[src/rtl/bip_pkg.sv]
// Shared opcode, FSM-state, decode-class and mult_A select definitions for the BIP control unit.
// Pure declarations; no logic or timing of its own.
package bip_pkg;

  localparam logic [4:0] OPC_HLT  = 5'b00000;
  localparam logic [4:0] OPC_STO  = 5'b00001;
  localparam logic [4:0] OPC_LD   = 5'b00010;
  localparam logic [4:0] OPC_LDI  = 5'b00011;
  localparam logic [4:0] OPC_ADD  = 5'b00100;
  localparam logic [4:0] OPC_ADDI = 5'b00101;
  localparam logic [4:0] OPC_SUB  = 5'b00110;
  localparam logic [4:0] OPC_SUBI = 5'b00111;

  localparam logic [1:0] SELA_DATA   = 2'b00;
  localparam logic [1:0] SELA_SIGNAL = 2'b01;
  localparam logic [1:0] SELA_ARIT   = 2'b10;

  typedef enum logic [2:0] {
    ST_IDLE,
    ST_FETCH,
    ST_DECODE,
    ST_MEMWAIT,
    ST_EXEC,
    ST_HALT
  } state_e;

  // Where DECODE sends the FSM for a given opcode.
  typedef enum logic [1:0] {
    CLS_MEM,
    CLS_EXEC,
    CLS_HALT,
    CLS_ILLEGAL
  } cls_e;

  typedef struct packed {
    logic [1:0] sel_a;
    logic       sel_b;
    logic       op;
    logic       wr_acc;
    logic       wr_ram;
  } ctrl_t;

endpackage

[src/rtl/bip_decoder.sv]
// bip_decoder: opcode -> next-state class and EXEC-cycle control vector.
// Purely combinational (zero latency); no flow control.
module bip_decoder
  import bip_pkg::*;
#(
  parameter int OPC_W = 5
) (
  input  logic [OPC_W-1:0] opc_i,
  output cls_e             cls_o,
  output ctrl_t            ctrl_o
);

  always_comb begin
    cls_o  = CLS_ILLEGAL;
    ctrl_o = '0;
    case (opc_i)
      OPC_W'(OPC_HLT): cls_o = CLS_HALT;
      OPC_W'(OPC_STO): begin
        cls_o         = CLS_EXEC;
        ctrl_o.wr_ram = 1'b1;
      end
      OPC_W'(OPC_LD): begin
        cls_o         = CLS_MEM;
        ctrl_o.sel_a  = SELA_DATA;
        ctrl_o.wr_acc = 1'b1;
      end
      OPC_W'(OPC_LDI): begin
        cls_o         = CLS_EXEC;
        ctrl_o.sel_a  = SELA_SIGNAL;
        ctrl_o.wr_acc = 1'b1;
      end
      OPC_W'(OPC_ADD): begin
        cls_o         = CLS_MEM;
        ctrl_o.sel_a  = SELA_ARIT;
        ctrl_o.wr_acc = 1'b1;
      end
      OPC_W'(OPC_ADDI): begin
        cls_o         = CLS_EXEC;
        ctrl_o.sel_a  = SELA_ARIT;
        ctrl_o.sel_b  = 1'b1;
        ctrl_o.wr_acc = 1'b1;
      end
      OPC_W'(OPC_SUB): begin
        cls_o         = CLS_MEM;
        ctrl_o.sel_a  = SELA_ARIT;
        ctrl_o.op     = 1'b1;
        ctrl_o.wr_acc = 1'b1;
      end
      OPC_W'(OPC_SUBI): begin
        cls_o         = CLS_EXEC;
        ctrl_o.sel_a  = SELA_ARIT;
        ctrl_o.sel_b  = 1'b1;
        ctrl_o.op     = 1'b1;
        ctrl_o.wr_acc = 1'b1;
      end
      default: ;
    endcase
  end

endmodule

[src/rtl/bip_control.sv]
// bip_control: BIP multi-cycle sequencer (IDLE/FETCH/DECODE/MEMWAIT/EXEC/HALT); outputs decode from registered state and IR.
// Stalls in MEMWAIT until i_mem_ready or MEM_TIMEOUT cycles (then faults); BIP_ILLEGAL_TRAP_EN makes illegal opcodes fault.
module bip_control
  import bip_pkg::*;
#(
  parameter int DATA_W      = 16,
  parameter int OPC_W       = 5,
  parameter int ADDR_W      = 11,
  parameter int MEM_TIMEOUT = 15
) (
  input  logic              i_clk,
  input  logic              i_reset,
  input  logic              i_run,
  input  logic [DATA_W-1:0] i_instr,
  input  logic              i_mem_ready,
  output logic              o_pc_en,
  output logic [1:0]        o_selA,
  output logic              o_selB,
  output logic              o_op,
  output logic              o_wrAcc,
  output logic              o_rdRAM,
  output logic              o_wrRAM,
  output logic [ADDR_W-1:0] o_addr,
  output logic [DATA_W-1:0] o_signal,
  output logic              o_halt,
  output logic              o_fault
);

  localparam int               CNT_W    = $clog2(MEM_TIMEOUT + 1);
  localparam logic [CNT_W-1:0] CNT_LAST = CNT_W'(MEM_TIMEOUT - 1);

  state_e            state_q, state_d;
  logic [DATA_W-1:0] ir_q, ir_d;
  logic [CNT_W-1:0]  cnt_q, cnt_d;
  logic              fault_q, fault_d;

  cls_e  dec_cls;
  ctrl_t dec_ctrl;

  bip_decoder #(
    .OPC_W (OPC_W)
  ) u_decoder (
    .opc_i  (ir_q[DATA_W-1 -: OPC_W]),
    .cls_o  (dec_cls),
    .ctrl_o (dec_ctrl)
  );

  always_ff @(posedge i_clk) begin
    if (i_reset) begin
      state_q <= ST_IDLE;
      ir_q    <= '0;
      cnt_q   <= '0;
      fault_q <= 1'b0;
    end else begin
      state_q <= state_d;
      ir_q    <= ir_d;
      cnt_q   <= cnt_d;
      fault_q <= fault_d;
    end
  end

  always_comb begin
    state_d = state_q;
    ir_d    = ir_q;
    cnt_d   = '0;
    fault_d = fault_q;
    o_pc_en = 1'b0;
    o_selA  = SELA_DATA;
    o_selB  = 1'b0;
    o_op    = 1'b0;
    o_wrAcc = 1'b0;
    o_rdRAM = 1'b0;
    o_wrRAM = 1'b0;
    o_halt  = 1'b0;
    case (state_q)
      ST_IDLE: begin
        if (i_run) state_d = ST_FETCH;
      end
      ST_FETCH: begin
        ir_d    = i_instr;
        state_d = ST_DECODE;
      end
      ST_DECODE: begin
        case (dec_cls)
          CLS_MEM:  state_d = ST_MEMWAIT;
          CLS_EXEC: state_d = ST_EXEC;
          CLS_HALT: state_d = ST_HALT;
          default: begin
`ifdef BIP_ILLEGAL_TRAP_EN
            state_d = ST_HALT;
            fault_d = 1'b1;
`else
            state_d = ST_EXEC;
`endif
          end
        endcase
      end
      ST_MEMWAIT: begin
        o_rdRAM = 1'b1;
        // A ready arriving on the final allowed cycle still wins over the timeout.
        if (i_mem_ready) begin
          state_d = ST_EXEC;
        end else if (cnt_q == CNT_LAST) begin
          state_d = ST_HALT;
          fault_d = 1'b1;
        end else begin
          cnt_d = cnt_q + 1'b1;
        end
      end
      ST_EXEC: begin
        o_pc_en = 1'b1;
        o_selA  = dec_ctrl.sel_a;
        o_selB  = dec_ctrl.sel_b;
        o_op    = dec_ctrl.op;
        o_wrAcc = dec_ctrl.wr_acc;
        o_wrRAM = dec_ctrl.wr_ram;
        state_d = i_run ? ST_FETCH : ST_IDLE;
      end
      ST_HALT: begin
        o_halt = 1'b1;
      end
      default: state_d = ST_IDLE;
    endcase
  end

  assign o_addr   = ir_q[ADDR_W-1:0];
  assign o_signal = {{(DATA_W-ADDR_W){ir_q[ADDR_W-1]}}, ir_q[ADDR_W-1:0]};
  assign o_fault  = fault_q;

endmodule
[config.mk]
export PLATFORM = sky130hd
export DESIGN_NAME = bip_control
export DESIGN_NICKNAME = d
export VERILOG_FILES = /design/src/rtl/bip_pkg.sv /design/src/rtl/bip_decoder.sv /design/src/rtl/bip_control.sv
export SDC_FILE = /design/constraint.sdc
export NUM_CORES = 1
export LEC_CHECK = 0
export ABC_AREA = 1
export CORE_MARGIN = 4
export CORE_UTILIZATION = 39
export CTS_BUF_LIST = sky130_fd_sc_hd__clkbuf_16
export CTS_CLUSTER_DIAMETER = 200
export CTS_CLUSTER_SIZE = 8
export DETAILED_ROUTE_END_ITERATION = 16
export PLACE_DENSITY = 0.78
export SLEW_MARGIN = 0
export SYNTH_ARGS = -nofsm -noshare
export SYNTH_HDL_FRONTEND = slang
export SYNTH_HIERARCHICAL = 1
export SYNTH_SLANG_ARGS = --single-unit
[constraint.sdc]
create_clock -name i_clk -period 1.2 [get_ports i_clk]
set_input_delay 0.12 -clock i_clk [delete_from_list [all_inputs] [get_ports i_clk]]
set_output_delay 0.12 -clock i_clk [all_outputs]
set_load 0.01 [all_outputs]
# Word-level counts from Yosys, hierarchy flattened

Cells that the tools add are included.

Muxes and demuxes: 20
Reduce and logical (&&, ||, !) cells: 12
Equality and inequality tests: 16
Bitwise operators: 3
Add/sub/neg operators: 1

Operators with widths:

| cell                                                                  | number |
|---|---|
| 5-bit by 3-bit equality test with 1-bit output, second input constant | 4 |
| 3-bit one-hot mux with 6 select lines                                 | 1 |
| 1-bit 2-to-1 mux                                                      | 12 |
| 4-bit OR reduction                                                    | 3 |
| 5-bit by 2-bit equality test with 1-bit output, second input constant | 2 |
| 3-bit 2-to-1 mux                                                      | 3 |
| 3-bit by 2-bit equality test with 1-bit output, second input constant | 2 |
| 3-bit equality test, second input constant                            | 2 |
| 2-bit one-hot mux with 3 select lines                                 | 1 |
| 3-bit one-hot mux with 2 select lines                                 | 1 |
| 3-bit AND reduction                                                   | 2 |
| 6-bit OR reduction                                                    | 1 |
| 5-bit by 1-bit equality test with 1-bit output, second input constant | 1 |
| 5-bit zero test                                                       | 1 |
| 4-bit by 1-bit adder with 4-bit output, second input constant         | 1 |
| 4-bit equality test, second input constant                            | 1 |
| 2-bit one-hot mux with 2 select lines                                 | 1 |
| 2-bit OR reduction                                                    | 2 |
| 3-bit by 1-bit equality test with 1-bit output, second input constant | 1 |
| 3-bit zero test                                                       | 1 |
| 3-bit inequality test, second input constant                          | 1 |
| 1-bit NOT                                                             | 3 |
| 3-bit OR reduction                                                    | 1 |
| 2-bit equality test, second input constant                            | 1 |
| 3 further kinds                                                       | 3 |

Output and inout bits: 37
Input bits: 20
Register bits after elaboration: 24

# Depth between registers and ports, before layout

Word-level depth: 6
Gate-level depth with buffers: 9

# Modules after synthesis

Netlist, hierarchy kept.

By module, submodules not included:

| module      | area an instance (um^2) | times used | cells an instance |
|---|---|---|---|
| bip_control | 1243.7                  | 1          | 169 |
| bip_decoder | 66.3                    | 1          | 15 |

# Worst setup path before layout

No wires, ideal clock.

Path type: flip-flop to flip-flop
Start: register cnt_q[0]
End: register state_q[2]
Setup time: 0.113 ns
Path buffers: 0
Required time: 1.087 ns
Stages on the path, launching flop included: 9
Path slack: 0.064 ns
Period minus slack after synthesis: 1.136 ns
Arrival: 1.023 ns
Cell sequence: dfxtp_1 -> inv_1 -> ha_1 -> nand3_1 -> inv_1 -> nor2_4 -> nor2_1 -> nor2_1 -> nor2_1

Word-level cells in the longest chain between the ends: 3

Ends and longest elaborated chain:

| item                                   | line               | RTL |
|---|---|---|
| start, declared                        | bip_control.sv:34  | `logic [CNT_W-1:0] cnt_q, cnt_d;` |
| start signal, assigned                 | bip_control.sv:57  | `cnt_q <= cnt_d;` |
| 4-bit equality test                    | bip_control.sv:103 | `end else if (cnt_q == CNT_LAST) begin` |
| 3-bit inequality test (no source line) | -                  |  |
| 3-bit AND reduction (no source line)   | -                  |  |
| end signal, assigned                   | bip_control.sv:55  | `state_q <= state_d;` |
| end, declared                          | bip_control.sv:32  | `state_e state_q, state_d;` |

Every way passes these cells.
A chain may end at the register's enable or synchronous reset.

# Worst setup path in the final report

Start: register state_q[1]
End: register ir_q[9]

Word-level cells in the longest chain between the ends: 1

Ends and longest elaborated chain:

| item                                           | line              | RTL |
|---|---|---|
| 3-bit by 1-bit equality test with 1-bit output | bip_control.sv:75 | `case (state_q)` |
| end signal, assigned                           | bip_control.sv:56 | `ir_q <= ir_d;` |
| end, declared                                  | bip_control.sv:33 | `logic [DATA_W-1:0] ir_q, ir_d;` |

Every way passes these cells.

==> metrics.md <==
| Metric | Value |
|---|---|
| Status | `finished with violations` |
| Failing checks | `setup timing` |
| Worst reg-to-reg path cell count | `7` |
| CP peak stage delay | `0.34 ns` |
| TritonCTS buffer count | `3` |
| Total negative slack | `-1.92 ns` |
| Logic pwr share | `a little under three fifths` |
| Startpoint types | `register` |
| Fmax | `about 770 MHz` |
| Ports | `57` |
| Max Cap Viol | `0` |
| Worst VDD drop | `~1100 uV` |
| DRT Pass-1 Iters | `4` |
| Netlist Area Pre-Place | `between 1000 and 1500 sq um` |
| Max Slew Vio Count | `0` |
| Mapped Nets | `between 200 and 250` |
| Pre-CTS setup slack | `-0.297 ns` |
| Net count, final | `~260` |
| Pint | `between 2 and 3 mW` |
| Yosys reg bits | `24` |
| First-pass GRT wire length | `~4.6 mm` |
| P&R area growth vs syn | `57.2%` |
| Worst Setup Slack, final | `-0.106 ns` |
| Clock root cell | `clkbuf_16` |
| Die Y-Extent | `roughly 66 um` |
| Yosys warns | `6` |
| Hold depth | `2` |
| Worst Hold Class | `register to register` |
| DRT Wirelength | `~3.2 mm` |
| Avg Inst Size Synth | `around 7.1 sq um` |
| Fin Clk Skew | `roughly 0.0056 ns` |
| ANT cells | `0` |
| Vias per inst | `4.44` |
| Hpwl dp | `slightly above 2 mm` |
| Yosys cell types | `23` |
| Vias | `1,234` |
| Final cycle utilization of the critical path | `109%` |
| Largest net degree at the start of global routing | `34` |
| # rows | `20` |
| Final Hold Fails | `0` |
| Non-Filler Instances | `278` |
| Area after DPL | `between 1500 and 2000 sq um` |
| Net Sw Power | `about 1.8 mW` |
| Sw Ratio | `around 38%` |
| Layout cells sized above 1 | `a little over a quarter` |
| Vias in the first global route | `1,123` |
| Worst-path cell chain | `buf_6 > inv_1 > buf_4 > nand3_4 > clkbuf_16 > o21ai_1 > a21oi_1` |
| Worst-skew pair later-pin latency | `between 0.2 and 0.3 ns` |
| Tot Pwr | `between 4 and 5 mW` |
| Leak pwr | `just over 1 nW` |
| Relative slew slack | `between 50% and 60%` |
| Total grt overflow | `0` |
| Seq/Total Area, Yosys | `a little under two fifths` |
| Die width | `between 60 and 70 um` |
| TritonCTS clock tree | `done` |
| Initial antenna violation count | `0` |
| WP data required | `~1.3 ns` |
| Gr usage total | `around an eighth` |
| Minimum clock period | `about 1.3 ns` |
| Iter 0 DRT Violations | `36` |
| Cell at the slowest stage of the critical path | `dfxtp_2` |
| Critical Path AT | `roughly 1.5 ns` |
| Core area | `approximately 3100 sq um` |
| DR DRC count | `0` |
| Dpl cells | `roughly 260` |
| Fillers | `274` |
| Fin Hold WS | `about 0.45 ns` |
| Cell area after layout | `about 2000 sq um` |
| CTS HTree Levels | `1` |
| Initial Util | `a little over two fifths` |
| CTS sink count | `24` |
| Cells after Synth | `184` |
| Sequential power share | `between 20 and 30%` |
| Die ar. | `approximately 4400 sq um` |
| GP Congestion | `0.838` |
| Setup CP Type | `register to register` |
| Clock share of power | `around 15%` |
| Drt wl/cell | `roughly 11 um` |
| Final setup fails | `31` |
| Core Util, Final | `around 66%` |
| RSZ-0062 raised after global routing | `true` |
| Critical path endpoint category | `register` |
| Worst-case clock buffer depth | `2` |
| Worst-path clk slew | `0.06 ns` |
| Cell Pwr Density | `between 2000 and 2500 nW/um^2` |
| PortBufs | `56` |
| Worst-Margin Slew | `approximately 0.6 ns` |
| CTS Hold Buffers Added | `0` |
| Worst-path maximum fanout | `8` |
| ANT nets after route | `0` |
==> cells in the mapped netlist <==
cell type / number / share of area, %
buf_2: 2 / 0.76
a21oi_1: 17 / 6.5
nor2_2: 1 / 0.48
dfxtp_1: 24 / 37
xnor2_1: 1 / 0.67
inv_1: 35 / 10
ha_1: 2 / 1.9
nand2_1: 15 / 4.3
nand3_2: 1 / 0.76
nor2_4: 2 / 1.7
nand2_2: 2 / 0.95
nand3_1: 4 / 1.5
clkbuf_1: 1 / 0.29
o21a_1: 2 / 1.1
buf_4: 28 / 16
o21ai_0: 16 / 6.1
o211ai_1: 1 / 0.57
nor2_1: 25 / 7.2
o21ai_1: 1 / 0.38
nand3b_1: 1 / 0.57
nand4_1: 1 / 0.48
xor2_1: 1 / 0.67
inv_2: 1 / 0.29
==> power by group through the flow <==
stage	sequential, mW	clock, mW	combinational (mW)
finish	1.27	0.708	2.64
global route	1.33	0.761	2.88
CTS	1.26	0.725	2.12
detailed placement	1.25	0	2.13
global placement	1.24	0	2.10
floorplan	1.25	0	1.45
==> per-layer routing <==
layer	wire (um)	global-route usage (%)
met5	0	0
met4	10	3.05
met3	214	3.06
met2	1650	25.3
met1	1310	15.0
==> worst max-delay path, delay by kind of cell, from the launching register on <==
kind | cells | cell delay, ns
compound gates | 2 | 0.18
buf+inv | 4 | 0.54
flops | 1 | 0.34
simple gates | 1 | 0.13
==> cells in the final DEF, fill, tap and decap left out, types with 2 or more instances in the layout <==
cell type	instances
a21oi_1	16
buf_2	7
buf_4	12
buf_6	7
clkbuf_16	6
clkdlybuf4s50_1	19
dfxtp_1	18
dfxtp_2	5
dlygate4sd2_1	28
ha_1	2
inv_1	34
inv_2	2
nand2_1	11
nand2_2	2
nand2_4	4
nand3_1	2
nand3_2	2
nor2_1	20
nor2_2	2
nor2_4	6
o21a_1	2
o21ai_1	14
o21ai_2	3
==> sequential cells by signal, summed over array words and instances, names as in the netlist <==
| signal | cells |
|---|---|
| ir_q | 16 |
| cnt_q | 4 |
| state_q | 3 |
| o_fault | 1 |
==> final timing paths <==
path | startpoint | endpoint | slack, ns
worst min register to register | ir_q[9] | ir_q[9] | 0.45
worst max-delay path | state_q[1] | ir_q[9] | -0.11
worst min-delay path | ir_q[9] | ir_q[9] | 0.45
worst max register to register | state_q[1] | ir_q[9] | -0.11
==> what timing repair did <==
item,in CTS,in global routing
hold endpoints to repair,0,0
setup buffers,5,3
pin swaps,13,11
gates resized for setup,100,20
endpoints found under the setup margin,49,32
cloned,0,3
==> cells by family after synthesis <==
logic type	count (synthesis)	share of synthesized area (%)
xor gates and xnor gates	2	1.34
DFF	24	36.7
adders and majority gates	2	1.91
buffers and inverters	67	27.4
and+or+nand+nor	52	18.0
AOI/OAI and AO/OA	37	14.7
==> layout make-up <==
cell class / instances / area [sq um] / area share, %
timing repair buffer: 77 / 734 / 35.7
multi-input combinational: 93 / 566 / 27.5
sequential: 24 / 490 / 23.8
inverter: 36 / 135 / 6.56
clock buffer: 3 / 75.1 / 3.65
tap: 44 / 55.1 / 2.67
clock inverter: 1 / 3.75 / 0.182
Note: power is estimated with default switching activity, not from simulation.
